**src/rtl/approx_sweep_pkg.sv**
```systemverilog
// Shared types and helpers for the approximate-adder error sweeper.
// Holds the FSM encoding, drain length and the abs-difference helper.
package approx_sweep_pkg;

    typedef enum logic [1:0] {
        IDLE,
        SWEEP,
        DRAIN,
        DONE
    } state_t;

    localparam int DRAIN_CYCLES = 2;
    localparam int DIFF_W = 32;

    function automatic logic [DIFF_W-1:0] abs_diff(
        input logic [DIFF_W-1:0] x,
        input logic [DIFF_W-1:0] y
    );
        return (x > y) ? (x - y) : (y - x);
    endfunction

endpackage

```
**src/rtl/approx_err_accum.sv**
```systemverilog
// Stage 2: compares one sampled adder output with the exact sum and
// folds the absolute error into the running max/count/sum/violation.
module approx_err_accum
    import approx_sweep_pkg::*;
#(
    parameter int IN_BITS  = 4,
    parameter int OUT_BITS = 3,
    parameter int ET       = 0
) (
    input  logic                        clk,
    input  logic                        rst_n,
    input  logic                        clear,
    input  logic                        valid,
    input  logic [IN_BITS/2-1:0]        a,
    input  logic [IN_BITS/2-1:0]        b,
    input  logic [OUT_BITS-1:0]         approx,
    output logic [OUT_BITS-1:0]         max_err,
    output logic [IN_BITS:0]            err_count,
    output logic [IN_BITS+OUT_BITS-1:0] err_sum,
    output logic                        violation
);

    localparam int SUM_W = IN_BITS + OUT_BITS;

    logic [OUT_BITS-1:0] exact;
    logic [OUT_BITS-1:0] err;
    logic                over_et;

    assign exact   = OUT_BITS'(a) + OUT_BITS'(b);
    assign err     = OUT_BITS'(abs_diff(DIFF_W'(exact), DIFF_W'(approx)));
    assign over_et = DIFF_W'(err) > DIFF_W'(ET);

    // Accumulators: cleared by an accepted start, updated per valid sample.
    always_ff @(posedge clk or negedge rst_n) begin
        if (!rst_n) begin
            max_err   <= '0;
            err_count <= '0;
            err_sum   <= '0;
            violation <= 1'b0;
        end else if (clear) begin
            max_err   <= '0;
            err_count <= '0;
            err_sum   <= '0;
            violation <= 1'b0;
        end else if (valid) begin
            if (err > max_err) begin
                max_err <= err;
            end
            if (err != '0) begin
                err_count <= err_count + (IN_BITS+1)'(1);
            end
            err_sum   <= err_sum + SUM_W'(err);
            violation <= violation | over_et;
        end
    end

endmodule

```
**src/rtl/approx_error_sweeper.sv**
```systemverilog
// Drives every input vector into an approximate adder, samples its output
// and accumulates error statistics against the exact sum.
module approx_error_sweeper
    import approx_sweep_pkg::*;
#(
    parameter int IN_BITS  = 4,
    parameter int OUT_BITS = 3,
    parameter int ET       = 0
) (
    input  logic                        clk,
    input  logic                        rst_n,
    input  logic                        start,
    output logic                        busy,
    output logic                        done,
    output logic [IN_BITS-1:0]          approx_in,
    input  logic [OUT_BITS-1:0]         approx_out,
    output logic [OUT_BITS-1:0]         max_err,
    output logic [IN_BITS:0]            err_count,
    output logic [IN_BITS+OUT_BITS-1:0] err_sum,
    output logic                        violation
);

    localparam int HALF = IN_BITS / 2;
    localparam int DC_W = (DRAIN_CYCLES > 1) ? $clog2(DRAIN_CYCLES) : 1;
    localparam logic [IN_BITS-1:0] VEC_LAST = '1;
    localparam logic [DC_W-1:0] DRAIN_LAST = DC_W'(DRAIN_CYCLES - 1);

    state_t state, state_nxt;

    logic [IN_BITS-1:0]  vec;
    logic [DC_W-1:0]     drain_cnt;
    logic                clear;
    logic                s1_valid;
    logic [HALF-1:0]     s1_a;
    logic [HALF-1:0]     s1_b;
    logic [OUT_BITS-1:0] s1_out;

    assign approx_in = vec;
    assign busy      = (state != IDLE);
    assign done      = (state == DONE);

    // State register.
    always_ff @(posedge clk or negedge rst_n) begin
        if (!rst_n) begin
            state <= IDLE;
        end else begin
            state <= state_nxt;
        end
    end

    // Next-state logic; start is only honoured in IDLE.
    always_comb begin
        state_nxt = state;
        clear     = 1'b0;
        unique case (state)
            IDLE: begin
                if (start) begin
                    clear     = 1'b1;
                    state_nxt = SWEEP;
                end
            end
            SWEEP: begin
                if (vec == VEC_LAST) begin
                    state_nxt = DRAIN;
                end
            end
            DRAIN: begin
                if (drain_cnt == DRAIN_LAST) begin
                    state_nxt = DONE;
                end
            end
            DONE: begin
                state_nxt = IDLE;
            end
            default: begin
                state_nxt = IDLE;
            end
        endcase
    end

    // Vector counter and drain timer; vec holds after the last vector.
    always_ff @(posedge clk or negedge rst_n) begin
        if (!rst_n) begin
            vec       <= '0;
            drain_cnt <= '0;
        end else begin
            if (clear) begin
                vec <= '0;
            end else if (state == SWEEP && vec != VEC_LAST) begin
                vec <= vec + IN_BITS'(1);
            end
            if (state == DRAIN) begin
                drain_cnt <= drain_cnt + DC_W'(1);
            end else begin
                drain_cnt <= '0;
            end
        end
    end

    // Stage 1: capture operands and adder output of the driven vector.
    always_ff @(posedge clk or negedge rst_n) begin
        if (!rst_n) begin
            s1_valid <= 1'b0;
            s1_a     <= '0;
            s1_b     <= '0;
            s1_out   <= '0;
        end else begin
            s1_valid <= (state == SWEEP) && !clear;
            if (state == SWEEP) begin
                s1_a   <= vec[HALF-1:0];
                s1_b   <= vec[IN_BITS-1:HALF];
                s1_out <= approx_out;
            end
        end
    end

    approx_err_accum #(
        .IN_BITS  (IN_BITS),
        .OUT_BITS (OUT_BITS),
        .ET       (ET)
    ) u_accum (
        .clk       (clk),
        .rst_n     (rst_n),
        .clear     (clear),
        .valid     (s1_valid),
        .a         (s1_a),
        .b         (s1_b),
        .approx    (s1_out),
        .max_err   (max_err),
        .err_count (err_count),
        .err_sum   (err_sum),
        .violation (violation)
    );

endmodule

```
**config.mk**
```make
export PLATFORM = sky130hd
export DESIGN_NAME = approx_error_sweeper
export DESIGN_NICKNAME = d
export VERILOG_FILES = /design/src/rtl/approx_sweep_pkg.sv /design/src/rtl/approx_err_accum.sv /design/src/rtl/approx_error_sweeper.sv
export SDC_FILE = /design/constraint.sdc
export NUM_CORES = 1
export LEC_CHECK = 0
export ABC_AREA = 0
export CORE_ASPECT_RATIO = 0.6
export CORE_MARGIN = 5
export CORE_UTILIZATION = 35
export DETAILED_ROUTE_END_ITERATION = 10
export GPL_TIMING_DRIVEN = 0
export PLACE_DENSITY_LB_ADDON = 0.25
export SYNTH_ARGS = -nofsm -noshare
export SYNTH_HDL_FRONTEND = slang
export SYNTH_SLANG_ARGS = --single-unit
```
**constraint.sdc**
```tcl
create_clock -name clk -period 4.45 [get_ports clk]
set_clock_uncertainty 0.05 [all_clocks]
set_input_delay 0.89 -clock clk [delete_from_list [all_inputs] [get_ports clk]]
set_output_delay 0.89 -clock clk [all_outputs]
set_load 0.01 [all_outputs]
```
==> reports/results.tsv <==
metric	value	unit
crit path cell chain	ha_1 -> inv_1 -> fa_1 -> inv_1 -> fa_1 -> nor2b_1 -> a211oi_1 -> a211oi_1 -> and2_4 -> xnor2_1 -> ha_1 -> nand4_1 -> o211a_1 -> or3_1 -> a21oi_1	
nets@finish	243	
Yosys top cell area share	42.5	%
largest net degree at the start of global routing	32	
Worst Path Arrival	3.96	ns
Vias per Instance	4.86	
Vias	1375	
Fill cells	513	
vias in the first global route	1273	
Final min period	3.80	ns
total CTS buffers	5	
critical path fanouts, max	4	
startpoint types	register	
Setup Fix Bufs, Post-CTS	0	
Syn Inst Count	182	
final hold violations	0	
Hold/Removal Path Class	reg -> reg	
first-pass GRT wire length	6350	um
RSZ-0062 raised after global routing	no	
Clock Tree Root	clkbuf_8	
area of the multi-input gates	971	sq um
most frequent cell after synthesis	dfrtp_1	
average size of a mapped cell	10.0	sq um
part of the Yosys area used for sequential elements	42.5	%
synthesized area	0.00183	sq mm
hold buffer count at CTS	0	
layout cells sized above 1	6.45	%
I/O Pins	28	
CORE AREA	0.00505	sq mm
synth warn	0	
diodes inserted	0	
Detailed Routing Iterations Pass 1	4	
max-slew violations	0	
clock buffer depth	2	
CP endpoint kind	register	
Primary FF master, synth	dfrtp_1	
Post-synth top cells	31 x dfrtp_1, 19 x nand2_1, 18 x ha_1	
period utilization	85.5	%
synth top area cells	dfrtp_1 42%, ha_1 12%, nand2_1 3.9%, mux2i_1 3.8%, o21ai_0 3.6%	
WL/cell	13.2	um
Yosys top cell by area	dfrtp_1	
DRT iter0 DRCs	43	
Die H	65.9	um
Post-Synthesis Net Count	209	
critical path class	reg -> reg	
relative slew slack	52.3	%
final setup vio count	0	
Max Cap Viol	0	
Synth cell types	35	
final wirelength	3740	um
Final ANT Viol Nets	0	
H-tree level count	2	
critical path's top delay family	adder cells	
drt drc	0	
Max Clk Rate	263	MHz
Post-DP Area	0.00217	sq mm
DP HPWL	2790	um
placed cells	275	
PnR worst setup slack	0.647	ns
antenna violations before repair	0	
CTS tree	built	
final cell count without fillers	283	
Synth-to-Final Area Change	23.5	%
row cnt	20	
CP bufs+invs	2	
CTS resizes	0	
Clk pin slew, worst setup/hold paths	0.06	ns
setup TNS	0	ns
Die Wd	103	um
outcome	complete, no violations	
CP max-delay cell	fa_1	
IO buf count	27	
gp weighted congestion	0.762	
CP peak stage delay	0.55	ns
total gr overflow	0	
Final Cell Area	0.00225	sq mm
Worst Tran Pin Value	0.715	ns
synthesized flop and latch total	31	
area of the die	0.00681	sq mm
clock sink total	31	
Initial Util	36.1	%
Skew-Pair Late Insertion Delay	0.28	ns
GRT Overall Usage	12.2	%
DP Worst Slack	0.697	ns
Post-synth ARST share	100	%
Post-synth EDFFs	0	
critical path data required time	4.61	ns
Reg area	776	sq um
[kinds of logic (layout without fill, tap and decap cells)]
group	count (synthesis)	in the layout	synth area share (%)
simple gates	54	54	14.3
compound gates	38	38	14.4
flops	31	31	42.5
fa+ha+maj	21	21	15.6
buf+inv	21	56	4.32
mux	9	9	5.07
xor+xnor	8	8	3.84
[cells in the final DEF (no fill, tap or decap), types with 2 or more instances in the layout]
master and count:
a211oi_1 4, a21oi_1 10, and2_1 2, clkbuf_1 6
clkbuf_8 5, clkdlybuf4s50_1 26, dfrtp_1 31, fa_1 3
ha_1 18, inv_1 17, mux2_2 2, mux2i_1 7
nand2_1 19, nand3_1 5, nand4_1 4, nor2_1 12
nor2b_1 2, nor3_1 2, o211ai_1 2, o21ai_0 13
or3_1 3, xnor2_1 3, xor2_1 5
[worst paths after layout]
path / start / end / slack [ns] / cells after the start
max reg2reg: s1_b[0]$_DFFE_PN0N_ / u_accum.err_sum[6]$_DFFE_PN0P_ / 0.65 / 15
min reg2reg: drain_cnt$_DFF_PN0_ / drain_cnt$_DFF_PN0_ / 0.36 / 1
max in group asynchronous: rst_n / u_accum.err_count[3]$_DFFE_PN0P_ / 3.28 / 1
min: drain_cnt$_DFF_PN0_ / drain_cnt$_DFF_PN0_ / 0.36 / 1
min in group asynchronous: rst_n / u_accum.err_sum[3]$_DFFE_PN0P_ / 0.60 / 1
max: s1_b[0]$_DFFE_PN0N_ / u_accum.err_sum[6]$_DFFE_PN0P_ / 0.65 / 15
[layer usage]
layer / track usage (%) / share of wire, %
met1: 18.7 / 56
met3: 3.69 / 4.6
met2: 15.9 / 39
met4: 3.55 / 0.56
met5: 0 / 0
[stage by stage]
step | util (%) | hold WS, ns
finish | 44.6 | 0.355
global route | 44.6 | 0.393
CTS | 44.6 | 0.359
detailed placement | 43.0 | 0.350
global placement | 43.1 | 0.350
floorplan | - | 0.338
[worst reg2reg max path, cell delays in order, from the launching register on]
cell,delay (ns)
dfrtp_1,0.36
ha_1,0.14
inv_1,0.04
fa_1,0.53
inv_1,0.09
fa_1,0.55
nor2b_1,0.15
a211oi_1,0.06
a211oi_1,0.41
and2_4,0.24
xnor2_1,0.12
ha_1,0.20
nand4_1,0.10
o211a_1,0.18
or3_1,0.36
a21oi_1,0.14
[registers in the layout, indices dropped and copies added (netlist names)]
signal,flops
u_accum.err_count,5
s1_a,2
s1_valid,1
u_accum.max_err,3
s1_b,2
s1_out,3
approx_in,4
drain_cnt,1
u_accum.err_sum,7
u_accum.violation,1
state,2
[cell type report]
class / instances / share of cell area [%]
Buffer: 4 / 0.666
Inverter: 17 / 2.83
Tap cell: 66 / 3.66
Timing Repair Buffer: 27 / 11.8
Clock inverter: 1 / 0.222
Multi-Input combinational cell: 130 / 43.1
Clock buffer: 7 / 3.39
Sequential cell: 31 / 34.4
Power is left out: the tool's default activity adds up to more than one toggle a clock period on the data nets, which glitch-free logic cannot reach.
